[src/rtl/uart_led_ctrl.sv]
// Multi-channel LED controller driven by opcodes from the UART receiver.
// Each channel supports set, clear, toggle and a shared-phase free-running blink.
module uart_led_ctrl #(
  parameter int         NUM_LEDS          = 4,
  parameter int         BLINK_HALF_PERIOD = 25_000_000,
  parameter logic [7:0] LEGACY_OPCODE     = 8'h55
) (
  input  logic                clk,
  input  logic                rst,
  input  logic                rx_done_flag,
  input  logic [7:0]          opcode,
  output logic [NUM_LEDS-1:0] led,
  output logic [NUM_LEDS-1:0] blink_active,
  output logic                cmd_ack,
  output logic                cmd_err
);

  localparam int             CNT_W   = $clog2(BLINK_HALF_PERIOD);
  localparam logic [CNT_W-1:0] CNT_MAX = CNT_W'(BLINK_HALF_PERIOD - 1);
  localparam logic [3:0]     NUM_CH  = 4'(NUM_LEDS);
  localparam logic [3:0]     CH_ALL  = 4'hF;

  localparam logic [3:0] CMD_SET    = 4'h1;
  localparam logic [3:0] CMD_CLEAR  = 4'h2;
  localparam logic [3:0] CMD_TOGGLE = 4'h3;
  localparam logic [3:0] CMD_BLINK  = 4'h4;

  typedef enum logic {STATIC = 1'b0, BLINK = 1'b1} mode_t;

  mode_t                mode_q [NUM_LEDS];
  mode_t                mode_d [NUM_LEDS];
  logic [NUM_LEDS-1:0]  led_d;
  logic [NUM_LEDS-1:0]  hit;
  logic [CNT_W-1:0]     cnt;
  logic                 flag_d;
  logic                 tick;
  logic                 evt;
  logic                 is_legacy;
  logic                 cmd_ok;
  logic                 ch_ok;
  logic                 accept;
  logic                 reject;
  logic [3:0]           cmd;
  logic [3:0]           ch;

  // Never cleared by commands, so every blinking channel shares phase boundaries.
  always_ff @(posedge clk or posedge rst) begin
    if (rst) begin
      cnt <= '0;
    end else if (tick) begin
      cnt <= '0;
    end else begin
      cnt <= cnt + 1'b1;
    end
  end

  assign tick = (cnt == CNT_MAX);

  always_comb begin
    evt       = rx_done_flag & ~flag_d;
    cmd       = opcode[7:4];
    ch        = opcode[3:0];
    is_legacy = (opcode == LEGACY_OPCODE);
    cmd_ok    = (cmd >= CMD_SET) && (cmd <= CMD_BLINK);
    ch_ok     = (ch == CH_ALL) || (ch < NUM_CH);
    accept    = evt & (is_legacy | (cmd_ok & ch_ok));
    reject    = evt & ~accept;
  end

  always_comb begin
    hit = '0;
    for (int i = 0; i < NUM_LEDS; i++) begin
      if (is_legacy) begin
        hit[i] = (i == 0);
      end else begin
        hit[i] = (ch == CH_ALL) || (ch == 4'(i));
      end
    end
  end

  // A command on an addressed channel overrides that channel's blink tick.
  always_comb begin
    led_d = led;
    for (int i = 0; i < NUM_LEDS; i++) begin
      mode_d[i] = mode_q[i];
      if (tick && (mode_q[i] == BLINK)) begin
        led_d[i] = ~led[i];
      end
      if (accept && hit[i]) begin
        if (is_legacy) begin
          mode_d[i] = STATIC;
          led_d[i]  = ~led[i];
        end else begin
          case (cmd)
            CMD_SET: begin
              mode_d[i] = STATIC;
              led_d[i]  = 1'b1;
            end
            CMD_CLEAR: begin
              mode_d[i] = STATIC;
              led_d[i]  = 1'b0;
            end
            CMD_TOGGLE: begin
              mode_d[i] = STATIC;
              led_d[i]  = ~led[i];
            end
            CMD_BLINK: begin
              mode_d[i] = BLINK;
              led_d[i]  = 1'b1;
            end
            default: begin
              mode_d[i] = mode_q[i];
            end
          endcase
        end
      end
    end
  end

  // flag_d resets high so a flag already asserted at reset release is not a command.
  always_ff @(posedge clk or posedge rst) begin
    if (rst) begin
      flag_d  <= 1'b1;
      led     <= '0;
      cmd_ack <= 1'b0;
      cmd_err <= 1'b0;
      for (int i = 0; i < NUM_LEDS; i++) begin
        mode_q[i] <= STATIC;
      end
    end else begin
      flag_d  <= rx_done_flag;
      led     <= led_d;
      cmd_ack <= accept;
      cmd_err <= reject;
      for (int i = 0; i < NUM_LEDS; i++) begin
        mode_q[i] <= mode_d[i];
      end
    end
  end

  always_comb begin
    blink_active = '0;
    for (int i = 0; i < NUM_LEDS; i++) begin
      blink_active[i] = (mode_q[i] == BLINK);
    end
  end

endmodule

[config.mk]
export PLATFORM = sky130hd
export DESIGN_NAME = uart_led_ctrl
export DESIGN_NICKNAME = d
export VERILOG_FILES = /design/src/rtl/uart_led_ctrl.sv
export SDC_FILE = /design/constraint.sdc
export NUM_CORES = 1
export LEC_CHECK = 0
export CORE_UTILIZATION = 55
export CTS_CLUSTER_DIAMETER = 60
export DETAILED_ROUTE_END_ITERATION = 8
export HOLD_SLACK_MARGIN = 0.03
export MAX_ROUTING_LAYER = met4
export PLACE_DENSITY = 0.78
export SKIP_CTS_REPAIR_TIMING = 1
export SLEW_MARGIN = 20
export SYNTH_ARGS = -nofsm -noshare
export SYNTH_HDL_FRONTEND = slang
export SYNTH_SLANG_ARGS = --single-unit
[constraint.sdc]
create_clock -name clk -period 2 [get_ports clk]
set_input_delay 0.4 -clock clk [delete_from_list [all_inputs] [get_ports clk]]
set_output_delay 0.4 -clock clk [all_outputs]
set_load 0.01 [all_outputs]
==> results.md <==
* Post-DP Area at 2290 um2
* Area Overhead vs Synth at 27.4%
* VDD IR-drop max at 0.517 mV
* Sequential area share after synthesis at 47.9%
* Synth Flop Type: dfrtp_1
* Critical Path RT at 2230 ps
* Detailed Routing Iterations Pass 1 at 4
* GPL Wtd Cong at 0.891
* DP HPWL at 2860 um
* Clock Sinks at 36
* Fin crit share at 99.9%
* Post-synth net total at 201
* Skew-Pair Late Insertion Delay at 330 ps
* Placed Cells at 271
* Drt drc at 0
* Footprint of the multi-input gates at 971 um2
* Max-Cap Viols at 0
* Syn Std Cell Area at 1880 um2
* Starting DRT DRC Count at 82
* Core footprint at around 3200 um2
* Vias in the first global route at roughly 1500
* Worst-margin pin slew at 445 ps
* Syn_area_per_cell at 9.97 um2
* Final Cell Area at 2400 um2
* Count of cell types in the netlist at 45
* Clock skew at 9.94 ps
* Worst setup SP type: input port
* Initial Utilization at ~60%
* Antenna cells at 0
* Vias post-DR at 1560
* Outcome: completed
* Fmax at 0.500 GHz
* Setup TNS at 0 ps
* Fill cell count at 248
* Max_slew headroom at 70.3%
* Rows at 20
* CTS buffer count at 5
* Hold Fails Final Rpt at 0
* Routed length per instance at 14.5 um
* Hold/Removal Path Class: input port to async pin
* Nets at 246
* Die ar. at 3660 um2
* Syn Inst Count at 189
* Total GRT Usage at 25.8%
* Layout cell share with drive strength beyond 1 at 20.4%
* Util after Layout at 76.1%
* Reg area at 902 um2
* Max clock buf depth at 2
* Reg clk slew, reported paths at 110 ps
* Port Buf Inserts at 20
* Critical path arrival at 2230 ps
* Largest net degree at the start of global routing at 37
* CP Max Fanout at 2
* Final setup fails at 0
* Total grt overflow at 0
* Final Max Slew Viols at 0
* Die Wd at 60.5 um
* Critical path class: input port to flop
* Die Span Y at between 60 and 70 um
* Fin crit period at 2000 ps
* # IOs at 21
* Yosys reg bits at 36
* Via/cell ratio at 5.59
* Final ANT Viol Nets at 0
* YS warnings at 0
* P_leak at 1.11 nW
* Power Dens Cells at between 500 and 600 nW/um2
* Final cell count without fillers at 279
* Global-route wire length before repair at 6710 um
* CTS HTree Levels at 2
* TritonCTS clock tree: done
* Final WL at 4050 um
* CTS Root Cell: clkbuf_4
* Post-synth EDFFs at 0
* Hold Slack at 456 ps
* Setup crit end kind: flop
* Asr flop ratio synth at 100%
* Initial antenna violation count at 0
-- state kept, by name, summed over array words and instances, names as in the netlist --
name	cells
cmd_ack	1
blink_active	4
led	4
cnt	25
flag_d	1
cmd_err	1
-- report_power, final --
group,leakage [nW],switching [W],internal (W)
Combinational,0.603,0.0000749,0.0000853
Clock,0.0422,0.000233,0.000262
Sequential,0.467,0.0000123,0.000744
Total,1.11,0.000320,0.00109
-- stage by stage --
stage / setup slack, ps / total power, W
after global placement: -463 / 0.000920
after detailed placement: -506 / 0.000926
after CTS: -139 / 0.00142
final: 1.94 / 0.00141
after global routing: -31.9 / 0.00147
after floorplan: 36.8 / 0.000829
-- cell usage in the layout, fill, tap and decap left out, drive strengths merged, types with 3 or more instances in the layout --
cell type | synthesis | layout
or2 | 4 | 4
buf | 2 | 22
mux2 | 7 | 7
nand4 | 15 | 15
nor3 | 8 | 8
and3 | 7 | 7
nor2 | 21 | 21
xnor2 | 5 | 5
xor2 | 19 | 19
dfrtp | 35 | 35
o21ai | 4 | 4
nand2 | 11 | 11
dlymetal6s2s | 0 | 3
a21oi | 5 | 5
clkbuf | 2 | 6
inv | 6 | 6
clkdlybuf4s50 | 0 | 17
nor4 | 3 | 3
nand3 | 8 | 8
-- metal layers --
layer	global-route usage [%]	vias up	share of wire (%)
li1	-	770	-
met1	31.2	757	45
met2	42.1	29	51
met3	6.40	4	3.1
met4	8.77	0	0.59
met5	-	-	0
-- path summary, 6_finish.rpt --
kind / startpoint / slack, ps / to / cells after the start
min in group clk: led[3]$_DFF_PP0_ / 490 / led[3]$_DFF_PP0_ / 1
max: opcode[3] / 2 / blink_active[0]$_DFFE_PP0P_ / 6
min reg2reg: led[3]$_DFF_PP0_ / 490 / led[3]$_DFF_PP0_ / 1
min: rst / 460 / cmd_ack$_DFF_PP0_ / 3
max reg2reg: cnt[10]$_DFF_PP0_ / 250 / led[1]$_DFF_PP0_ / 5
max in group asynchronous: rst / 1210 / flag_d$_DFF_PP1_ / 3
-- kinds of logic (layout without fill, tap and decap cells) --
| logic type | after synthesis | after routing | share of synthesized area, % |
|---|---|---|---|
| simple gates | 89 | 89 | 25.0 |
| flops | 36 | 36 | 47.9 |
| xor+xnor | 24 | 24 | 11.2 |
| compound gates | 21 | 21 | 8.10 |
| buf+inv | 10 | 56 | 2.06 |
| mux | 8 | 8 | 5.11 |
| fa+ha+maj | 1 | 1 | 0.664 |
-- critical path, cell delays in order --
cell	delay, ps
clkdlybuf4s50_1	410
or2_2	310
or3_1	340
a221oi_2	320
o21ai_1	150
mux2_2	300
-- cell type report --
| cell class | count | area share, % |
|---|---|---|
| clock inverters | 2 | 1.46 |
| clock buffers | 6 | 1.72 |
| well taps | 44 | 2.29 |
| inverters | 6 | 0.938 |
| repair buffers | 42 | 15.5 |
| multi-input cells | 143 | 40.5 |
| flip-flops and latches | 36 | 37.6 |
-- synth_stat cells (2+ instances only) --
| cell | n | area share, % |
|---|---|---|
| clkbuf_1 | 2 | 0.40 |
| nor4_1 | 3 | 1.0 |
| a221oi_1 | 2 | 0.93 |
| or3_1 | 2 | 0.66 |
| nand2_1 | 11 | 2.2 |
| dfrtp_1 | 35 | 46 |
| nor2b_1 | 2 | 0.66 |
| nand2b_1 | 2 | 0.66 |
| xor2_1 | 19 | 8.8 |
| mux2_4 | 2 | 1.6 |
| inv_1 | 6 | 1.2 |
| nor3_1 | 8 | 2.1 |
| xnor2_1 | 5 | 2.3 |
| or2_2 | 2 | 0.66 |
| o21ai_0 | 2 | 0.53 |
| mux2_2 | 5 | 3.0 |
| nand3_1 | 8 | 2.1 |
| a21oi_1 | 5 | 1.3 |
| o21ai_1 | 2 | 0.53 |
| nand4_1 | 15 | 5.0 |
| nor2_1 | 21 | 4.2 |
| and3_1 | 7 | 2.3 |
No activity file was read; power rests on OpenSTA's default activity.
